File: config.mk
export PLATFORM = sky130hd
export DESIGN_NAME = bus_sched
export DESIGN_NICKNAME = d
export VERILOG_FILES = /design/src/rtl/bus_sched.sv
export SDC_FILE = /design/constraint.sdc
export NUM_CORES = 1
export LEC_CHECK = 0
export CELL_PAD_IN_SITES_DETAIL_PLACEMENT = 1
export CELL_PAD_IN_SITES_GLOBAL_PLACEMENT = 2
export CORE_MARGIN = 2
export CORE_UTILIZATION = 35
export DETAILED_ROUTE_END_ITERATION = 8
export GPL_TIMING_DRIVEN = 0
export PLACE_DENSITY = 0.83
export SYNTH_ARGS = -nofsm -noshare
export SYNTH_HDL_FRONTEND = slang
export SYNTH_SLANG_ARGS = --single-unit
File: constraint.sdc
create_clock -name clk -period 2.55 [get_ports clk]
set_input_delay 0.3825 -clock clk [delete_from_list [all_inputs] [get_ports clk]]
set_output_delay 0.3825 -clock clk [all_outputs]
set_load 0.02 [all_outputs]
File: src/rtl/bus_sched.sv
// bus_sched: four-master round-robin bus scheduler with quantum preemption.
// Define BUS_SCHED_WDT_EN to build the transaction watchdog (ABORT, to_rdy_, bus_err, err_owner).
module bus_sched #(
   parameter int QUANTUM = 16,
   parameter int TIMEOUT = 64
) (
   input  logic       clk,
   input  logic       rst,
   input  logic       m0_req_,
   input  logic       m1_req_,
   input  logic       m2_req_,
   input  logic       m3_req_,
   output logic       m0_grnt_,
   output logic       m1_grnt_,
   output logic       m2_grnt_,
   output logic       m3_grnt_,
   input  logic       s_as_,
   input  logic       m_rdy_,
   output logic [1:0] owner,
   output logic       owner_vld,
   output logic       to_rdy_,
   output logic       bus_err,
   output logic [1:0] err_owner,
   input  logic       err_clr
);

   typedef enum logic [1:0] {IDLE, GRANT, BUSY, ABORT} state_t;

   state_t     state, state_nxt;
   logic [3:0] req;
   logic [3:0] grnt_n;
   logic [1:0] last_owner;
   logic [1:0] winner;
   logic [7:0] qcnt;
   logic       owner_req;
   logic       others_req;
   logic       q_full;
   logic       wdt_limit;
   logic       do_grant;
   logic       do_drop;

   // First requester found scanning last_owner+1 .. last_owner+4 (mod 4).
   function automatic logic [1:0] rr_pick(input logic [3:0] r, input logic [1:0] last);
      logic [1:0] idx;
      rr_pick = last;
      for (int i = 4; i >= 1; i--) begin
         idx = last + 2'(i);
         if (r[idx]) rr_pick = idx;
      end
   endfunction

   assign req        = ~{m3_req_, m2_req_, m1_req_, m0_req_};
   assign winner     = rr_pick(req, last_owner);
   assign owner_req  = req[owner];
   assign others_req = |(req & ~(4'b0001 << owner));
   assign q_full     = (qcnt == 8'(QUANTUM));

   assign {m3_grnt_, m2_grnt_, m1_grnt_, m0_grnt_} = grnt_n;

   // NOTE: the asynchronous reset releases every grant at once, without waiting for a clock edge.
   always_ff @(posedge clk or negedge rst) begin
      if (!rst) state <= IDLE;
      else      state <= state_nxt;
   end

   // NOTE: every signal driven here gets a default first so no latch is inferred.
   always_comb begin
      state_nxt = state;
      do_grant  = 1'b0;
      do_drop   = 1'b0;
      case (state)
         IDLE: begin
            if (|req) begin
               do_grant  = 1'b1;
               state_nxt = GRANT;
            end
         end
         GRANT: begin
            if (!s_as_) begin
               state_nxt = BUSY;
            end else if (!owner_req) begin
               if (others_req) begin
                  do_grant = 1'b1;
               end else begin
                  do_drop   = 1'b1;
                  state_nxt = IDLE;
               end
            end else if (q_full && others_req) begin
               do_grant = 1'b1;
            end
         end
         // The grant is held through BUSY even if the owner drops its request.
         BUSY: begin
            if (!m_rdy_)        state_nxt = GRANT;
            else if (wdt_limit) state_nxt = ABORT;
         end
         ABORT:   state_nxt = GRANT;
         default: state_nxt = IDLE;
      endcase
   end

   // Grant, owner and round-robin pointer move together, so handover is glitch-free.
   always_ff @(posedge clk or negedge rst) begin
      if (!rst) begin
         grnt_n     <= 4'hF;
         owner      <= 2'd0;
         owner_vld  <= 1'b0;
         last_owner <= 2'd3;
         qcnt       <= 8'd0;
      end else if (do_grant) begin
         grnt_n     <= ~(4'b0001 << winner);
         owner      <= winner;
         owner_vld  <= 1'b1;
         last_owner <= winner;
         qcnt       <= 8'd0;
      end else if (do_drop) begin
         grnt_n    <= 4'hF;
         owner_vld <= 1'b0;
      end else if ((state == GRANT || state == BUSY) && !q_full) begin
         qcnt <= qcnt + 8'd1;
      end
   end

`ifdef BUS_SCHED_WDT_EN
   logic [7:0] wcnt;
   logic       abort_enter;

   assign wdt_limit   = (wcnt == 8'(TIMEOUT - 1));
   assign abort_enter = (state == BUSY) && m_rdy_ && wdt_limit;

   always_ff @(posedge clk or negedge rst) begin
      if (!rst) begin
         wcnt <= 8'd0;
      end else if (state == GRANT && !s_as_) begin
         wcnt <= 8'd0;
      end else if (state == BUSY) begin
         wcnt <= wcnt + 8'd1;
      end
   end

   // Capturing the culprit wins over a simultaneous clear.
   always_ff @(posedge clk or negedge rst) begin
      if (!rst)             err_owner <= 2'd0;
      else if (abort_enter) err_owner <= owner;
      else if (err_clr)     err_owner <= 2'd0;
   end

   always_comb begin
      to_rdy_ = 1'b1;
      bus_err = 1'b0;
      if (state == ABORT) begin
         to_rdy_ = 1'b0;
         bus_err = 1'b1;
      end
   end
`else
   localparam int unused_timeout = TIMEOUT;
   logic unused_err_clr;

   assign unused_err_clr = err_clr;
   assign wdt_limit      = 1'b0;
   assign to_rdy_        = 1'b1;
   assign bus_err        = 1'b0;
   assign err_owner      = 2'd0;
`endif

endmodule

# After elaboration in Yosys (flattened, before gate mapping)
# Index checks and enable logic that the tools add are counted.
# Widths: inputs -> output; s select.
word_totals:
  output_inout_bits: 11
  ff_bits: 19
  inputBits: 9
  elab_cells: 74
op_classes:
  n_eq_ne: 9
  n_lt_le_gt_ge: 4
  shift: 2
  n_reduce_logical: 11
  muxes: 34
  bitwise: 4
  n_addsub: 4
op_table:
  columns: ["op", "n"]
  rows:
  - ["$mux 8", 3]
  - ["$mux 2", 8]
  - ["$mux 1", 15]
  - ["$lt 2x3->1 const B", 4]
  - ["$not 4->4", 3]
  - ["$add 8x1->8 const B", 1]
  - ["$bmux 1 s2", 4]
  - ["$eq 8x5->1 const B", 1]
  - ["$mux 4", 2]
  - ["$pmux 2 s4", 1]
  - ["$reduce_or 4->1", 2]
  - ["$shl 1x2->4 const A", 2]
  - ["$ne 2x2->1 const B", 3]
  - ["$ne 3x3->1 const B", 2]
  - ["$add 2x2->2 const B", 2]
  - ["$and 4x4->4", 1]
  - ["$eq 2x2->1 const B", 2]
  - ["$reduce_and 4->1", 1]
  - ["$reduce_bool 2->1", 2]
  - ["$add 2x1->2 const B", 1]
  - ["$eq 2x1->1 const B", 1]
  - ["$logic_and 1x1->1", 2]
  - ["$logic_not 2->1", 1]
  - ["$pmux 1 s2", 1]
  - ["3 further kinds", 3]

# Longest topological paths before layout
# Gate-level depths: netlist of run 1.
depth:
  depth_word: 11
  ltp_mapped: 8
  depth_no_buf: 7

# Worst setup path before layout of run 1
# Ideal clock, no wire load.
synth_path:
  kind: "register to register"
  startpoint: "register owner[0]"
  endpoint: "register owner[0]"
  required_ns: 2.425
  synth_period_minus_slack_ns: 1.902
  stages_incl_launch_ff: 6
  setup_ns: 0.125
  arrival_ns: 1.777
  path_slack_ns: 0.648
  path_buffers: 1
  cell_sequence: "dfrtp_1 -> mux4_2 -> o21bai_2 -> o2bb2a_4 -> buf_6 -> mux2_2"
synth_via:
  elab_chain_len: 9
  elab_cells_between_ends: 12
  cone_classes: "1 x shift; 7 x mux; 2 x bitwise; 2 x reduce/logical"
synth_lines:
  columns: ["element", "line", "rtl"]
  rows:
  - ["start, declared", "19", "output logic [1:0] owner,"]
  - ["start signal, assigned", "112", "owner <= winner;"]
  - ["$shl 1x2->4", "55", "assign others_req = |(req & ~(4'b0001 << owner));"]
  - ["$not 4->4", "55", null]
  - ["$and 4x4->4", "55", null]
  - ["$reduce_or 4->1", "55", null]
  - ["$logic_and 1x1->1", "88", "end else if (q_full && others_req) begin"]
  - ["$mux 1", "88", null]
  - ["$mux 1 *", "81", "end else if (!owner_req) begin"]
  - ["$mux 1 *", "79", "if (!s_as_) begin"]
  - ["$pmux 1 s2 *", "71", "case (state)"]
# Every way passes the cells marked *; elsewhere a longest branch is shown, timed or not. The select of a mux whose other input is x is not followed.
# A chain may end at the register's enable or synchronous reset.

# Worst setup path after layout of run 1
layout_path:
  startpoint: "input m1_req_"
  endpoint: "register grnt_n[2]"
layout_via:
  elab_chain_len: 9
  elab_cells_between_ends: 30
  cone_classes: "1 x shift; 22 x mux; 3 x bitwise; 4 x reduce/logical"
layout_lines:
  columns: ["element", "line", "rtl"]
  rows:
  - ["start, declared", "10", "input logic m1_req_,"]
  - ["$not 4->4 *", "52", "assign req = ~{m3_req_, m2_req_, m1_req_, m0_req_};"]
  - ["$and 4x4->4 or $bmux 1 s2 (tied branches)", "55, 48", null]
  - ["$reduce_or 4->1 or $mux 1 (tied branches)", "55, 48", null]
  - ["$logic_and 1x1->1 or $mux 2 (tied branches)", "88, 48", null]
  - ["$mux 1 or $mux 2 (tied branches)", "88, 48", null]
  - ["$mux 1 or $mux 2 (tied branches)", "81, 48", null]
  - ["$mux 1 or $shl 1x2->4 (tied branches)", "79, 111", null]
  - ["$pmux 1 s2 or $not 4->4 (tied branches)", "71, 111", null]
  - ["$mux 4 or $reduce_bool 2->1 (tied branches)", null, null]
  - ["end signal, assigned", "111", "grnt_n <= ~(4'b0001 << winner);"]
  - ["end, declared", "31", "logic [3:0] grnt_n;"]
# Marks and branches as above.

==> results of run 1 <==
power by group:
part	internal (uW)	switching, uW
registers	429	90.8
clock network	61.2	104
logic	440	444
total	930	640
registers in the layout, summed over array words and instances (netlist names):
signal and flops:
grnt_n 4, owner 2, state 2, owner_vld 1
last_owner 2, qcnt 8
through the flow:
stage / instance area (um^2) / hold WS, ns / setup WS, ns / util (%)
5_1_grt: 1418 / 0.5725 / 0.4409 / 43.16
3_3_place_gp: 1391 / 0.4933 / 0.2398 / 42.36
2_1_floorplan: 1194 / 0.08691 / 0.6483 / -
6_report: 1418 / 0.5274 / 0.5386 / 43.16
3_5_place_dp: 1391 / 0.5060 / 0.2099 / 42.36
4_1_cts: 1418 / 0.5329 / 0.5432 / 43.16
kinds of logic after synthesis:
kind of cell | Yosys count | synth area share (%)
other | 2 | 0.6331
and+or+nand+nor | 46 | 18.57
muxes | 11 | 10.76
buffers and inverters | 15 | 7.278
adders and majority gates | 5 | 5.274
AOI/OAI and AO/OA | 17 | 11.60
DFF | 19 | 40.72
xor gates and xnor gates | 7 | 5.169
layout by cell type, fill, tap and decap left out, types with 2 or more instances in the layout:
master / n
sky130_fd_sc_hd__nor2_1: 21
sky130_fd_sc_hd__clkdlybuf4s50_1: 14
sky130_fd_sc_hd__dfrtp_1: 13
sky130_fd_sc_hd__nand2_1: 9
sky130_fd_sc_hd__inv_1: 8
sky130_fd_sc_hd__mux2i_1: 6
sky130_fd_sc_hd__dfstp_2: 6
sky130_fd_sc_hd__ha_1: 5
sky130_fd_sc_hd__xor2_1: 4
sky130_fd_sc_hd__o21ai_0: 4
sky130_fd_sc_hd__mux2_2: 4
sky130_fd_sc_hd__buf_4: 4
sky130_fd_sc_hd__conb_1: 4
sky130_fd_sc_hd__nand4_1: 3
sky130_fd_sc_hd__xnor2_1: 3
sky130_fd_sc_hd__clkbuf_4: 3
sky130_fd_sc_hd__and3_1: 2
sky130_fd_sc_hd__o32ai_1: 2
sky130_fd_sc_hd__nor3_1: 2
sky130_fd_sc_hd__a21oi_1: 2
sky130_fd_sc_hd__buf_6: 2
sky130_fd_sc_hd__and4_1: 2
sky130_fd_sc_hd__clkbuf_1: 2
sky130_fd_sc_hd__o2bb2ai_1: 2
sky130_fd_sc_hd__and2_1: 2
sky130_fd_sc_hd__nand2b_1: 2
worst paths after layout:
path | end | slack, ns
max | grnt_n[2] | 0.54
min | state[0] | 0.53
max reg2reg | grnt_n[2] | 0.63
min reg2reg | state[0] | 0.53
max in group asynchronous | qcnt[4] | 1.47
min in group asynchronous | owner_vld | 0.54
routing by layer:
layer	share of wire, %	routed length, um	global-route usage [%]
met1	46	1157	18.21
met2	50	1252	24.86
met3	3.2	80	2.899
met4	1.5	38	5.833
met5	0	0	0
layout make-up:
class	instances	area, um^2	share of cell area [%]
inverter	8	30.03	2.118
multi-input combinational	90	624.3	44.04
timing repair buffer	14	140.1	9.885
sequential	19	483.0	34.07
clock buffer	4	26.28	1.853
buffer	7	56.30	3.972
tap	46	57.56	4.060
worst max-delay path: stages:
cell and delay [ns]:
sky130_fd_sc_hd__clkdlybuf4s50_1 0.55, sky130_fd_sc_hd__mux4_2 0.53, sky130_fd_sc_hd__o21bai_2 0.17, sky130_fd_sc_hd__o2bb2a_4 0.17, sky130_fd_sc_hd__buf_6 0.14, sky130_fd_sc_hd__buf_6 0.14, sky130_fd_sc_hd__mux2i_1 0.16
==> Implementation_results.wiki, run 1 <==
{| class="wikitable"
! Metric !! Value
|-
| Status || completed
|-
| Number of top-level pins || 20
|-
| Setup bufs post-CTS || 0
|-
| Total wire length after detailed routing || 2528 um
|-
| TritonCTS buffer count || 3
|-
| Number of nets with antenna violations after routing || 0
|-
| Initial DRC count || 28
|-
| Number of buffers inserted for hold repair after clock tree synthesis || 0
|-
| All-Layer GR Usage || 14.62%
|-
| Area delta synth->final || 19.51%
|-
| Starting utilization of the core area || a little over a third
|-
| Proportion of synthesized chip area in sequential cells || 40.72%
|-
| Number of antenna violations at the first check in global routing || 0
|-
| Flops & latches, synth || 19
|-
| Clock period minus worst slack || between 2 and 2.5 ns
|-
| Transition at the pin with the smallest max-transition slack || 0.8637 ns
|-
| Data required time of the critical path || 2.79 ns
|-
| Area share of the largest cell type after synthesis || 27.43%
|-
| Top-count cell post-synth || sky130_fd_sc_hd__nor2_1
|-
| CTS HTree Levels || 1
|-
| RSZ-0062 raised after global routing || false
|-
| Via/cell ratio || 4.878
|-
| Via total after detailed routing || 917
|-
| List of most frequent post-synthesis cells || sky130_fd_sc_hd__nor2_1 (21), sky130_fd_sc_hd__dfrtp_1 (13), sky130_fd_sc_hd__nand2_1 (9)
|-
| Final total power || 1570 uW
|-
| Cell area after synthesis || about 1200 um^2
|-
| Number of enable-type register cells in the synthesized netlist || 0
|-
| Cell count after placement || between 150 and 200
|-
| # rows || 21
|-
| Wire length of the first global-routing pass || ~4500 um
|-
| Cell count of the worst reg-to-reg path || 6
|-
| Final Max Slew Viols || 0
|-
| Peak supply drop || about 0.00048 V
|-
| Worst hold path stage count || 2
|-
| Crit Path Category || input port to flop
|-
| CP Launch Point || m1_req_
|-
| Fin Setup TNS || 0 ns
|-
| Floorplan die area || 3871 um^2
|-
| Total iterations of the first detailed-routing run || 3
|-
| Largest area contributor in the netlist || sky130_fd_sc_hd__dfrtp_1
|-
| Most frequently used flop master after synthesis || sky130_fd_sc_hd__dfrtp_1
|-
| Clock slew seen by the registers of the worst setup and hold paths || 0.12 ns
|-
| Placer Congestion || 0.7482
|-
| Fraction of synthesis flops using an asynchronous set or reset pin || 100.0%
|-
| Worst slew margin || 42.24%
|-
| CTS Buffer Depth || 2
|-
| Period utilisation layout || 78.88%
|-
| CP Capture Type || flop
|-
| Post-layout nets || 157
|-
| Clock tree sinks || 19
|-
| Top post-synthesis cells by area || sky130_fd_sc_hd__dfrtp_1 (27%), sky130_fd_sc_hd__dfstp_2 (13%), sky130_fd_sc_hd__nor2_1 (6.6%)
|-
| Leakage power of the design || 0.0006184 uW
|-
| Grt total ovfl || 0
|-
| Count of endpoints failing setup in the final report || 0
|-
| Wire length per cell after detailed routing || between 10 and 15 um
|-
| Number of inserted diodes || 0
|-
| Detailed-placement wirelength estimate || 1875 um
|-
| Clock insertion delay at the later pin of the skew report || 0.32 ns
|-
| Number of global-route vias before repair || 989
|-
| Non-filler instance count after layout || 188
|-
| Maximum clock skew at final layout || 0.01424 ns
|-
| Number of max-capacitance violations reported || 0
|-
| Number of inserted filler cells in the final layout || 392
|-
| Clock tree from TritonCTS || yes
|-
| Critical Path Source Type || input port
|-
| Post-synthesis area per instance || 9.722 um^2
|-
| Count of different cell masters after synthesis || 35
|-
| Startpoint of the most critical hold path || state[0]
|-
| Pin count of the biggest net entering global routing || 20
|-
| DRC viols || 0
|-
| Chip height || just over 60 um
|-
| Critical path fanouts, max || 10
|-
| Die width || 62.22 um
|-
| Hold Violations, Final || 0
|-
| Ratio of cells with drive above 1 in the final layout || 15.49%
|-
| Clock Tree Root || sky130_fd_sc_hd__clkbuf_4
|-
| Count of buffers inserted at the top-level ports || 14
|-
| Cells resized by post-CTS repair || 0
|-
| Fmax achieved || 497.2 MHz
|-
| Cell Pwr Density || 1107 nW/um^2
|-
| Launching point of the worst reg2reg path || owner[0]
|-
| Total of warnings raised by yosys || 0
|-
| Core area || 3284 um^2
|-
| Instance count of the mapped netlist || 122
|-
| Hold/Removal Path Class || flop to flop
|-
| Data arrival at the endpoint of the critical path || 2.25 ns
|}
(Power assumes the default switching activity.)
==> run 2, diff against run 1 <==
Settings changed: CORE_UTILIZATION 35 to 32, PLACE_DENSITY 0.83 to 0.77.
Clock period 2.55 ns to 2 ns, I/O delays scaled along.
==> Implementation_results.wiki, run 2 (synthesis results as in run 1) <==
{| class="wikitable"
! Metric !! Value
|-
| Worst reg-to-reg setup slack || 0.16 ns
|-
| Clock tree from TritonCTS || yes
|-
| Launching point of the worst reg2reg path || state[1]
|-
| Register containing the most flip-flops in the final layout || qcnt
|-
| Area delta synth->final || 23.21%
|-
| Largest register FFs || 8
|-
| CTS HTree Levels || 1
|-
| Clock tree sinks || 19
|-
| Transition at the pin with the smallest max-transition slack || 0.8367 ns
|-
| Destination of the worst register-to-register timing path || owner[0]
|-
| Core area || between 3000 and 4000 um^2
|-
| Peak supply drop || 0.0007022 V
|-
| CP Capture Type || flop
|-
| Registers with the most flip-flops || qcnt x8, grnt_n x4
|-
| Clock Tree Root || sky130_fd_sc_hd__clkbuf_8
|-
| Fmax achieved || 543.0 MHz
|-
| # rows || 22
|-
| Number of max-capacitance violations reported || 0
|-
| Chip height || 64.88 um
|-
| Number of inserted diodes || 0
|-
| Number of antenna violations at the first check in global routing || 0
|-
| Detailed-placement wirelength estimate || ~2000 um
|-
| Status || completed
|-
| Count of endpoints failing setup in the final report || 0
|-
| Crit Path Category || flop to flop
|-
| Period utilisation layout || 92.08%
|-
| Critical Path Source Type || flop
|-
| Via total after detailed routing || 908
|-
| Cell Pwr Density || between 1000 and 1500 nW/um^2
|-
| Wire length of the first global-routing pass || approximately 4300 um
|-
| Hold Violations, Final || 0
|-
| Maximum clock skew at final layout || approximately 0.0057 ns
|-
| Placer Congestion || 0.7422
|-
| Wire length per cell after detailed routing || ~13 um
|-
| TritonCTS buffer count || 3
|-
| Cell count of the worst reg-to-reg path || 7
|-
| Die width || 64.88 um
|-
| DRC viols || 0
|-
| Post-layout nets || 157
|-
| Cell area after layout || about 1500 um^2
|-
| Pin count of the biggest net entering global routing || 20
|-
| Clock insertion delay at the later pin of the skew report || about 0.25 ns
|-
| Total iterations of the first detailed-routing run || 4
|-
| Leakage power of the design || ~0.00066 uW
|-
| Data required time of the critical path || 2.14 ns
|-
| Worst-case setup slack after placement || -0.2576 ns
|-
| Commonest cells after routing, fill and taps aside || sky130_fd_sc_hd__nor2_1 (21), sky130_fd_sc_hd__dfrtp_1 (12), sky130_fd_sc_hd__clkdlybuf4s50_1 (10)
|-
| All-Layer GR Usage || 13.06%
|-
| Fin Setup TNS || 0 ns
|-
| Critical path fanouts, max || 8
|-
| Starting utilization of the core area || 32.89%
|-
| Post-route setup slack || 0.1584 ns
|-
| Floorplan die area || 4209 um^2
|-
| Ratio of cells with drive above 1 in the final layout || 17.61%
|-
| RSZ-0062 raised after global routing || false
|-
| Number of global-route vias before repair || 975
|-
| Hold/Removal Path Class || input port to async pin
|-
| Number of nets with antenna violations after routing || 0
|-
| Final hold slack || 0.5248 ns
|-
| Number of inserted filler cells in the final layout || 428
|-
| Placed Area || around 1400 um^2
|-
| Commonest non-fill, non-tap cell in the layout || sky130_fd_sc_hd__nor2_1
|-
| Worst slew margin || 44.04%
|-
| Grt total ovfl || 0
|-
| Count of buffers inserted at the top-level ports || 14
|-
| Total wire length after detailed routing || 2497 um
|-
| Clock period minus worst slack || 1.842 ns
|-
| Number of buffers inserted for hold repair after clock tree synthesis || 0
|-
| Via/cell ratio || 4.779
|-
| Number of top-level pins || 20
|-
| CTS Buffer Depth || 2
|-
| Initial DRC count || 19
|-
| Data arrival at the endpoint of the critical path || 1.98 ns
|-
| Final Max Slew Viols || 0
|-
| Final total power || 2053 uW
|-
| Clock slew seen by the registers of the worst setup and hold paths || about 0.070 ns
|}
## run 2: changes by cell type in the layout (fill, tap and decap cells not counted), sizes merged
cell           previous run  this run
clkdlybuf4s50            14        10
dlymetal6s2s              0         4
## run 2: layout make-up
cell class	instances	area [um^2]	share of cell area, %
Multi-Input combinational cell	90	635.6	43.49
Sequential cell	19	484.2	33.13
Timing Repair Buffer	14	150.1	10.27
Tap cell	48	60.06	4.110
Buffer	7	56.30	3.853
Clock buffer	4	45.04	3.082
Inverter	8	30.03	2.055
## run 2: worst max-delay path, cell delays in order, from the launching register on
cell	delay, ns
sky130_fd_sc_hd__dfrtp_1	0.41
sky130_fd_sc_hd__inv_1	0.09
sky130_fd_sc_hd__ha_1	0.21
sky130_fd_sc_hd__nand2_1	0.15
sky130_fd_sc_hd__o21bai_2	0.22
sky130_fd_sc_hd__o2bb2a_4	0.19
sky130_fd_sc_hd__buf_6	0.13
sky130_fd_sc_hd__mux2_2	0.33
## run 2: worst max-delay path by stage
stage          startpoint         to  slack [ns]  cells after the start
2_1_floorplan    owner[0]   owner[0]         0.1                      5
3_3_place_gp      m3_req_   owner[1]       -0.23                      6
3_5_place_dp      m3_req_  grnt_n[2]       -0.26                      7
4_1_cts           m3_req_  grnt_n[2]       0.004                      7
5_1_grt          state[1]  grnt_n[2]      0.0008                      8
6_report         state[1]   owner[0]        0.16                      7
## run 2: timing repair
item	in CTS	in global routing
setup buffers	0	0
gates resized for setup	0	8
setup endpoints to repair	0	16
## run 2: power by group
group,switching (uW),leakage [uW],total (uW),internal [uW]
clock,122,0.0000228,263,141
combinational,565,0.000410,1130,562
sequential,112,0.000229,663,551
## run 2: metal layers
layer | global-route usage [%] | wire, um | vias up
met2 | 24.10 | 1246 | 12
li1 | - | - | 449
met3 | 4.167 | 90 | 2
met1 | 15.03 | 1153 | 445
met5 | 0 | 0 | -
met4 | 1.596 | 7 | 0
## run 2: per-stage QoR
stage / utilization (%) / std cells
2_1_floorplan: - / 124
3_3_place_gp: 38.65 / 186
3_5_place_dp: 38.65 / 186
4_1_cts: 39.90 / 190
5_1_grt: 40.53 / 190
6_report: 40.53 / 190
